$ cat config.mk
export PLATFORM = sky130hd
export DESIGN_NAME = instr_encoder_writer
export DESIGN_NICKNAME = d
export VERILOG_FILES = /design/src/rtl/instr_encoder_writer_pkg.sv /design/src/rtl/instr_encoder_writer_fifo.sv /design/src/rtl/instr_encoder_writer.sv
export SDC_FILE = /design/constraint.sdc
export NUM_CORES = 1
export LEC_CHECK = 0
export ABC_CLOCK_PERIOD_IN_PS = 6310
export BUFFER_PORTS_ARGS = -buffer_cell sky130_fd_sc_hd__buf_2
export CORE_MARGIN = 3
export CORE_UTILIZATION = 61
export DETAILED_ROUTE_END_ITERATION = 8
export PLACE_DENSITY = 0.81
export SLEW_MARGIN = 20
export SYNTH_ARGS = -nofsm -noshare
export SYNTH_HDL_FRONTEND = slang
export SYNTH_HIERARCHICAL = 1
export SYNTH_SLANG_ARGS = --single-unit
$ cat constraint.sdc
create_clock -name clk -period 6.31 [get_ports clk]
set_clock_uncertainty 0.1 [all_clocks]
set_input_delay 0.3155 -clock clk [delete_from_list [all_inputs] [get_ports clk]]
set_output_delay 0.3155 -clock clk [all_outputs]
set_load 0.02 [all_outputs]
$ cat src/rtl/instr_encoder_writer_pkg.sv
// Shared opcodes, instruction-class and FSM enums, plus field packing helpers
// for the instruction encoder/writer.
package instr_enc_pkg;

    localparam logic [6:0] OP_R   = 7'b0110011;
    localparam logic [6:0] OP_LD  = 7'b0000011;
    localparam logic [6:0] OP_ST  = 7'b0100011;
    localparam logic [6:0] OP_BEQ = 7'b1100011;

    typedef enum logic [1:0] {
        KIND_R   = 2'd0,
        KIND_LD  = 2'd1,
        KIND_ST  = 2'd2,
        KIND_BEQ = 2'd3
    } kind_e;

    typedef enum logic [1:0] {
        IDLE = 2'd0,
        RUN  = 2'd1,
        DONE = 2'd2
    } state_e;

    function automatic logic [31:0] encode(
        input logic [1:0]  kind,
        input logic [4:0]  rd,
        input logic [4:0]  rs1,
        input logic [4:0]  rs2,
        input logic [2:0]  funct3,
        input logic [6:0]  funct7,
        input logic [12:0] imm
    );
        logic [31:0] w;
        case (kind)
            KIND_R:  w = {funct7, rs2, rs1, funct3, rd, OP_R};
            KIND_LD: w = {imm[11:0], rs1, funct3, rd, OP_LD};
            KIND_ST: w = {imm[11:5], rs2, rs1, funct3, imm[4:0], OP_ST};
            default: w = {imm[12], imm[10:5], rs2, rs1, funct3, imm[4:1], imm[11], OP_BEQ};
        endcase
        return w;
    endfunction

    // Field sets the single-cycle core cannot execute correctly.
    function automatic logic fields_legal(
        input logic [1:0]  kind,
        input logic [2:0]  funct3,
        input logic [6:0]  funct7,
        input logic [12:0] imm
    );
        logic ok;
        case (kind)
            KIND_R:  ok = (funct7 == 7'h00) || (funct7 == 7'h20);
            KIND_LD,
            KIND_ST: ok = (funct3 == 3'b010);
            default: ok = !imm[0] && (funct3 == 3'b000);
        endcase
        return ok;
    endfunction

endpackage

$ cat src/rtl/instr_encoder_writer_fifo.sv
// Synchronous FIFO buffering encoded words; DEPTH must be a power of 2 (>= 2).
module instr_fifo #(
    parameter int WIDTH = 32,
    parameter int DEPTH = 4
) (
    input  logic             clk,
    input  logic             reset_n,
    input  logic             push,
    input  logic             pop,
    input  logic [WIDTH-1:0] wdata,
    output logic [WIDTH-1:0] rdata,
    output logic             full,
    output logic             empty
);

    localparam int AW = $clog2(DEPTH);
    localparam logic [AW:0] FULL_CNT = (AW + 1)'(DEPTH);

    logic [WIDTH-1:0] mem [DEPTH];
    logic [AW-1:0]    wr_ptr;
    logic [AW-1:0]    rd_ptr;
    logic [AW:0]      cnt;
    logic             do_push;
    logic             do_pop;

    assign full    = (cnt == FULL_CNT);
    assign empty   = (cnt == '0);
    assign do_push = push && !full;
    assign do_pop  = pop && !empty;
    assign rdata   = mem[rd_ptr];

    always_ff @(posedge clk or negedge reset_n) begin
        if (!reset_n) begin
            wr_ptr <= '0;
            rd_ptr <= '0;
            cnt    <= '0;
        end else begin
            if (do_push) wr_ptr <= wr_ptr + 1'b1;
            if (do_pop)  rd_ptr <= rd_ptr + 1'b1;
            case ({do_push, do_pop})
                2'b10:   cnt <= cnt + 1'b1;
                2'b01:   cnt <= cnt - 1'b1;
                default: ;
            endcase
        end
    end

    // Storage is data only; validity is tracked by the pointers above.
    always_ff @(posedge clk) begin
        if (do_push) mem[wr_ptr] <= wdata;
    end

endmodule

$ cat src/rtl/instr_encoder_writer.sv
// Encodes R/LW/SW/BEQ field sets into RISC-V words and streams them into
// instruction memory. Define INSTR_ENC_CHECK_EN to drop illegal field sets and flag err.
module instr_encoder_writer
    import instr_enc_pkg::*;
#(
    parameter int ADDR_W     = 8,
    parameter int FIFO_DEPTH = 4
) (
    input  logic              clk,
    input  logic              reset_n,
    input  logic              in_valid,
    output logic              in_ready,
    input  logic [1:0]        in_kind,
    input  logic [4:0]        rd,
    input  logic [4:0]        rs1,
    input  logic [4:0]        rs2,
    input  logic [2:0]        funct3,
    input  logic [6:0]        funct7,
    input  logic [12:0]       imm,
    input  logic              start,
    input  logic [ADDR_W-1:0] base_addr,
    input  logic              flush,
    output logic              imem_we,
    output logic [ADDR_W-1:0] imem_addr,
    output logic [31:0]       imem_wdata,
    input  logic              imem_ready,
    output logic              done,
    output logic              wrapped,
    output logic [ADDR_W:0]   count,
    output logic              err
);

    localparam logic [ADDR_W:0] COUNT_MAX = {1'b1, {ADDR_W{1'b0}}};

    state_e      state;
    state_e      state_nxt;
    logic        flush_pend;
    logic [31:0] enc_word;
    logic [31:0] head;
    logic        fifo_full;
    logic        fifo_empty;
    logic        legal;
    logic        push;
    logic        pop;
    logic        launch;

    assign enc_word = encode(in_kind, rd, rs1, rs2, funct3, funct7, imm);

`ifdef INSTR_ENC_CHECK_EN
    assign legal = fields_legal(in_kind, funct3, funct7, imm);
`else
    assign legal = 1'b1;
`endif

    // An illegal set still completes its handshake; it just never enters the FIFO.
    assign in_ready   = !fifo_full;
    assign push       = in_valid && in_ready && legal;
    assign imem_we    = (state == RUN) && !fifo_empty;
    assign imem_wdata = imem_we ? head : 32'h0;
    assign pop        = imem_we && imem_ready;
    assign done       = (state == DONE);
    assign launch     = start && (state != RUN);

    instr_fifo #(
        .WIDTH (32),
        .DEPTH (FIFO_DEPTH)
    ) u_fifo (
        .clk     (clk),
        .reset_n (reset_n),
        .push    (push),
        .pop     (pop),
        .wdata   (enc_word),
        .rdata   (head),
        .full    (fifo_full),
        .empty   (fifo_empty)
    );

    always_ff @(posedge clk or negedge reset_n) begin
        if (!reset_n) state <= IDLE;
        else          state <= state_nxt;
    end

    // The run ends only once the FIFO is drained and nothing new is arriving.
    always_comb begin
        state_nxt = state;
        case (state)
            IDLE:    if (start) state_nxt = RUN;
            RUN:     if ((flush || flush_pend) && fifo_empty && !push) state_nxt = DONE;
            DONE:    if (start) state_nxt = RUN;
            default: state_nxt = IDLE;
        endcase
    end

    always_ff @(posedge clk or negedge reset_n) begin
        if (!reset_n) begin
            flush_pend <= 1'b0;
        end else if (state != RUN || state_nxt == DONE) begin
            flush_pend <= 1'b0;
        end else if (flush) begin
            flush_pend <= 1'b1;
        end
    end

    always_ff @(posedge clk or negedge reset_n) begin
        if (!reset_n) begin
            imem_addr <= '0;
            count     <= '0;
            wrapped   <= 1'b0;
        end else if (launch) begin
            imem_addr <= base_addr;
            count     <= '0;
            wrapped   <= 1'b0;
        end else if (pop) begin
            imem_addr <= imem_addr + 1'b1;
            if (count != COUNT_MAX) count <= count + 1'b1;
            if (&imem_addr) wrapped <= 1'b1;
        end
    end

`ifdef INSTR_ENC_CHECK_EN
    always_ff @(posedge clk or negedge reset_n) begin
        if (!reset_n) begin
            err <= 1'b0;
        end else if (in_valid && in_ready && !legal) begin
            err <= 1'b1;
        end else if (launch) begin
            err <= 1'b0;
        end
    end
`else
    assign err = 1'b0;
`endif

endmodule

### Word level (Yosys, flattened, before mapping)

Memory sizes are Yosys's and may differ from the RTL's.
Cells that the tools add are included.

* register bits: 28
* bits in writable memories: 128
* input bits: 54
* output and inout port bits: 54
* word-level logic and storage cells: 68
* memories kept: 1

Memories
* u_fifo.mem: depth 4, bits a word 32, rd ports 1, clocked after Yosys merged registers in 0, wr ports 1, line instr_encoder_writer_fifo.sv:19 `logic [WIDTH-1:0] mem [DEPTH];`

* add/sub/neg operators: 6
* equal/unequal tests: 10
* mux-type cells: 18
* reduce and logical (&&, ||, !) cells: 25

Operator list (number)
* $pmux W32 S3: 1
* $mux W32: 1
* $mux W9: 3
* $mux W8: 2
* $reduce_bool A2 Y1: 5
* $add A9 B1 Y9 const B: 1
* $ne A9 B9 Y1 const B: 1
* $add A8 B1 Y8 const B: 1
* $eq A2 B2 Y1 const B: 4
* $logic_and A1 B1 Y1: 8
* $reduce_and A8 Y1: 1
* $mux W1: 7
* $eq A2 B1 Y1 const B: 3
* $pmux W3 S2: 1
* $add A2 B1 Y2 const B: 2
* $logic_not A2 Y1: 2
* $mux W2: 2
* $pmux W2 S2: 1
* $reduce_and A2 Y1: 2
* $add A3 B1 Y3 const B: 1
* $eq A3 B3 Y1 const B: 1
* $logic_not A1 Y1: 3
* $logic_not A3 Y1: 1
* $sub A3 B1 Y3 const B: 1
* other kinds (3): 4

### Logic depth before layout (Yosys ltp)

* word-level depth: 10
* mapped depth: 11
* mapped depth without buffers: 11

### Modules after synthesis

The synthesis kept the hierarchy.

By module, submodules not included
* instr_fifo: instances 1, cells an instance 206, area each 5089.9 um2, seq. area each 4018.9 um2
* instr_encoder_writer: instances 1, cells an instance 182, area each 1572.8 um2, seq. area each 525.5 um2

### Worst setup path before layout

OpenSTA, ideal clock, no wires.

* path kind: register to register
* start point: reg u_fifo.cnt[0]
* end point: reg u_fifo.cnt[2]
* library setup time: 0.079 ns
* arrival time: 2.241 ns
* required time: 6.131 ns
* path slack: 3.889 ns
* stages on the path, launching flop included: 12
* path buffers: 2
* period minus slack after synthesis: 2.421 ns
* path through: dfrtp_1 > nor3_1 > and4bb_1 > buf_4 > buf_2 > o31a_1 > ha_1 > inv_1 > fa_1 > xor2_1 > nor2_1 > xor2_1

* word-level cells in the longest chain between the ends: 7
* elaborated cells on any way between the ends: 15
* those cells by class: add/sub: 2; eq/ne: 3; mux: 1; reduce/logical: 9

Ends and longest elaborated chain
* start: declaration: line instr_encoder_writer_fifo.sv:22 `logic [AW:0] cnt;`
* start signal: assignment: line instr_encoder_writer_fifo.sv:41 `2'b10: cnt <= cnt + 1'b1;`
* start signal: assignment: line instr_encoder_writer_fifo.sv:42 `2'b01: cnt <= cnt - 1'b1;`
* $logic_not A3 Y1 (*): line instr_encoder_writer_fifo.sv:27 `assign empty = (cnt == '0);`
* net fifo_empty: line instr_encoder_writer.sv:41 `logic fifo_empty;`
* $logic_not A1 Y1 (*): line instr_encoder_writer.sv:58 `assign imem_we = (state == RUN) && !fifo_empty;`
* $logic_and A1 B1 Y1 (*): line instr_encoder_writer.sv:58
* $logic_and A1 B1 Y1 (*): line instr_encoder_writer.sv:60 `assign pop = imem_we && imem_ready;`
* net pop: line instr_encoder_writer.sv:44 `logic pop;`
* $logic_and A1 B1 Y1 (*): line instr_encoder_writer_fifo.sv:29 `assign do_pop = pop && !empty;`
* net u_fifo.do_pop: line instr_encoder_writer_fifo.sv:24 `logic do_pop;`
* $eq A2 B1 Y1 or $eq A2 B2 Y1 (tied branches): line instr_encoder_writer_fifo.sv:40 `case ({do_push, do_pop})`
* $pmux W3 S2 or $reduce_bool A2 Y1 (tied branches)

The timed path passes the listed nets; every way through them passes the cells marked *.
A chain may end at the register's enable or synchronous reset.

### Worst setup path in the final report

* start point: reg u_fifo.rd_ptr[0]
* end point: out imem_wdata[2]

* word-level cells in the longest chain between the ends: 2

Ends and longest elaborated chain
* start: declaration: line instr_encoder_writer_fifo.sv:21 `logic [AW-1:0] rd_ptr;`
* start signal: assignment: line instr_encoder_writer_fifo.sv:39 `if (do_pop) rd_ptr <= rd_ptr + 1'b1;`
* $mem_v2 Z4 W32
* net head[2]: line instr_encoder_writer.sv:39 `logic [31:0] head;`
* $mux W32: line instr_encoder_writer.sv:59 `assign imem_wdata = imem_we ? head : 32'h0;`
* end: declaration: line instr_encoder_writer.sv:25 `output logic [31:0] imem_wdata,`

The timed path passes the listed nets, and every way through them passes these cells.

==> reports/results.md <==
| Stage | Parameter | Reported |
|---|---|---|
| synthesis | Seq/Total Area, Yosys | 68.21% |
| power | Standby leakage power | 3.138 nW |
| die | DIE AREA | 12210 µm² |
| global routing | Via count of the first global-routing pass | 4100 |
| power | Share of power burned in registers | 39.0% |
| power | Internal | 0.002513 W |
| global routing | GRT Overall Usage | 22.68% |
| synthesis | Synthesized area per cell | 17.17 µm² |
| placed design | Number of input and output port buffers inserted | 106 |
| sta | Setup repair after global routing missed its margin | false |
| synthesis | Top post-synthesis cells by count | edfxtp_1, and2_1, dfrtp_1, mux4_2, nand2_1 |
| critical path | Sort of element at the start of the critical path | register |
| die | Die width | 110.5 µm |
| sta | Highest attainable clock frequency | 0.3377 GHz |
| sta | Number of max-slew violations in the final report | 0 |
| critical path | Reg-to-reg critical path endpoint | u_fifo/cnt[2]$_DFFE_PN0P_ |
| global routing | First-pass GRT wire length | 21200 µm |
| clock network | Clock insertion delay at the later pin of the skew report | 0.53 ns |
| clock network | Clk pin slew, worst setup/hold paths | 0.06 ns |
| cells and area | Diode insertion count for antenna repair | 0 |
| cells and area | Area delta synth->final | 20.98% |
| power | Reported net switching power | 0.001336 W |
| cells and area | Final cell utilization of the core | 77.04% |
| detailed routing | Pre-antenna DRT Iters | 4 |
| worst hold path | Hold depth | 2 |
| detailed routing | Total vias in the final route | 3774 |
| detailed routing | Remaining DRCs | 0 |
| clock network | CTS HTree Levels | 4 |
| die | Initial Utilization | 63.68% |
| synthesis | Top area cells in the synthesized netlist | edfxtp_1, dfrtp_1, mux4_2, and2_1, mux2_2 |
| critical path | Reg2Reg Launch Point | u_fifo/cnt[0]$_DFFE_PN0P_ |
| synthesis | Post-synth ARST share | 17.95% |
| clock network | Root buffer cell | clkbuf_8 |
| sta | Post-layout worst setup margin | 3.349 ns |
| synthesis | Register bit count reported by yosys | 156 |
| power | Switching share of power | 34.71% |
| critical path | Worst endpoint required time | 5.89 ns |
| run status | Result of the run | finished, final reports clean |
| worst hold path | Worst Hold Class | input pin to register |
| die | Placement Rows | 37 |
| detailed routing | Detailed Route WL | 12940 µm |
| clock network | Clock sink count | 156 |
| synthesis | Library cell occupying the most area in the post-synthesis netlist | edfxtp_1 |
| die | Vertical die dimension | 110.5 µm |
| placed design | Worst slack, placed | 3.486 ns |
| synthesis | Synth Flop Type | edfxtp_1 |
| power | Logic pwr share | 36.1% |
| synthesis | Synthesized netlist cell count | 388 |
| critical path | Setup slack of the worst register-to-register path | 3.45 ns |
| global routing | Largest net degree at the start of global routing | 34 |
| sta | Min Clock Period, post-route | 2.961 ns |
| sta | Slew at the pin closest to its max-slew limit | 0.9171 ns |
| synthesis | Post-synthesis cell type count | 45 |
| worst hold path | Worst hold path startpoint | funct7[0] |
| synthesis | Area of the mapped netlist | 6663 µm² |
| detailed routing | Post-detailed-route wirelength per cell | 19.03 µm |
| synthesis | Number of warning messages in the yosys log | 6 |
| sta | Final hold slack | 0.04328 ns |
| sta | Count of final hold-check violations | 0 |
| sta | Ratio of final minimum period to clock period | 46.93% |
| synthesis | Post-synth EDFFs | 128 |
| clock network | Number of buffers on the longest clock path | 2 |
| cells and area | Total number of nets in the final design | 594 |
| synthesis | Leading cell type by number of instances after synthesis | edfxtp_1 |
| job | Reported max-cap violation count | 0 |
| clock network | Clock tree from TritonCTS | built |
| critical path | Highest net fanout along the worst path | 23 |
| sta | Total Negative Setup Slacks | 0 ns |
| critical path | CP Data Arrival Time | 2.55 ns |
| synthesis | Share of the synthesized area in the top cell type | 57.69% |
| placed design | Hpwl dp | 7714 µm |
| global routing | Number of antenna violations at the first check in global routing | 0 |
| global routing | Grt total ovfl | 0 |
| power | Peak supply drop | 0.2504 mV |
| die | Boundary pin count | 108 |
| power | Clock share of power | 24.9% |
| placed design | Routability congestion estimate from global placement | 0.8118 |
| critical path | Setup CP Type | register to primary output |
| critical path | Register-to-Register Path Depth | 9 |
| detailed routing | Drt initial violations | 208 |
| die | Core ar. | 10460 µm² |
| power | Power per Cell Area | 477.5 nW/µm² |
| critical path | Critical Path End Type | primary output |
| cells and area | Layout cell share with drive strength beyond 1 | 35.11% |
| clock network | Num CTS Buffers | 17 |
| power | Tot Pwr | 0.003849 W |
| sta | Max transition margin | 38.86% |
| worst hold path | Hold endpoint | u_fifo/mem[2][25]$_DFFE_PP_ |
| detailed routing | Vias per inst | 5.550 |
| detailed routing | Number of nets with antenna violations after detailed routing | 0 |
| sta | Final setup violation count | 0 |
[kinds of logic after synthesis]
kind of cell               share of synthesized area [%]
other                                             0.1127
AOI/OAI and AO/OA                                  2.085
DFF                                                68.21
and+or+nand+nor                                    8.563
xor gates and xnor gates                           2.103
muxes                                              14.35
buffers and inverters                              2.779
adders and majority gates                          1.803
[power by group through the flow]
stage | sequential [W] | clock [W] | combinational, W
3_3_place_gp | 0.00150 | 0 | 0.00136
3_5_place_dp | 0.00152 | 0 | 0.00139
6_report | 0.00150 | 0.000959 | 0.00139
4_1_cts | 0.00150 | 0.000977 | 0.00140
5_1_grt | 0.00153 | 0.00102 | 0.00151
2_1_floorplan | 0.00151 | 0 | 0.00101
[sequential cells by signal (all words and copies together) (netlist names), 2 cells and up]
signal         count
u_fifo/cnt         3
imem_addr          8
count              9
u_fifo/rd_ptr      2
u_fifo/wr_ptr      2
state              2
u_fifo/mem       128
[per-stage QoR]
step | instances | cell area, µm²
6_report | 680 | 8060
5_1_grt | 680 | 8060
4_1_cts | 680 | 8060
3_5_place_dp | 630 | 7318
3_3_place_gp | 630 | 7318
2_1_floorplan | 403 | 6719
[what timing repair did]
action	CTS	global route
hold endpoints to repair	69	0
gates resized for setup	0	0
setup endpoints to repair	0	0
buffers inserted	0	0
hold buffers	18	0
[area by class of cell]
| cell class | instances | area, µm² |
|---|---|---|
| clock buffer | 19 | 421.7 |
| clock inverter | 13 | 140.1 |
| fill | 619 | 2402 |
| inverter | 12 | 45.04 |
| multi-input combinational | 216 | 1997 |
| sequential | 156 | 4546 |
| tap | 136 | 170.2 |
| timing repair buffer | 128 | 740.7 |
[cell usage in the layout (no fill, tap or decap), types with 5 or more instances in the layout]
master and instances:
inv_1 12, o21ai_0 6, dfrtp_1 27, dlygate4sd3_1 18, nor2_1 12, mux4_2 28
xor2_1 11, ha_1 8, buf_2 106, clkbuf_16 16, xnor2_1 5, nand4_1 5
edfxtp_1 128, and2_1 36, mux2_2 16, conb_1 17, nand2_1 18
[worst max-delay path by stage]
stage,start,endpoint,slack [ns],depth (start not counted)
6_report,u_fifo/rd_ptr[0]$_DFFE_PN0P_,imem_wdata[2],3.35,4
5_1_grt,u_fifo/rd_ptr[0]$_DFFE_PN0P_,imem_wdata[2],3.15,4
4_1_cts,u_fifo/rd_ptr[0]$_DFFE_PN0P_,imem_wdata[2],3.27,4
3_5_place_dp,u_fifo/cnt[0]$_DFFE_PN0P_,u_fifo/cnt[2]$_DFFE_PN0P_,3.49,9
3_3_place_gp,u_fifo/cnt[0]$_DFFE_PN0P_,u_fifo/cnt[2]$_DFFE_PN0P_,3.66,9
2_1_floorplan,u_fifo/cnt[0]$_DFFE_PN0P_,u_fifo/cnt[2]$_DFFE_PN0P_,3.89,11
[worst max-delay path, cell delays in order (launching register included)]
cell     delay, ns
dfrtp_2       0.60
buf_4         0.48
mux4_1        0.60
and2_1        0.18
buf_2         0.16
[routing by layer]
metal	wire, µm	track usage [%]	part of all wire (%)	vias to the layer above
met4	279	9.278	2.2	0
li1	-	-	-	1749
met2	6654	37.82	51	122
met5	0	0	0	-
met3	583	5.753	4.5	25
met1	5423	28.61	42	1878
Power figures use the tool's default switching activity.
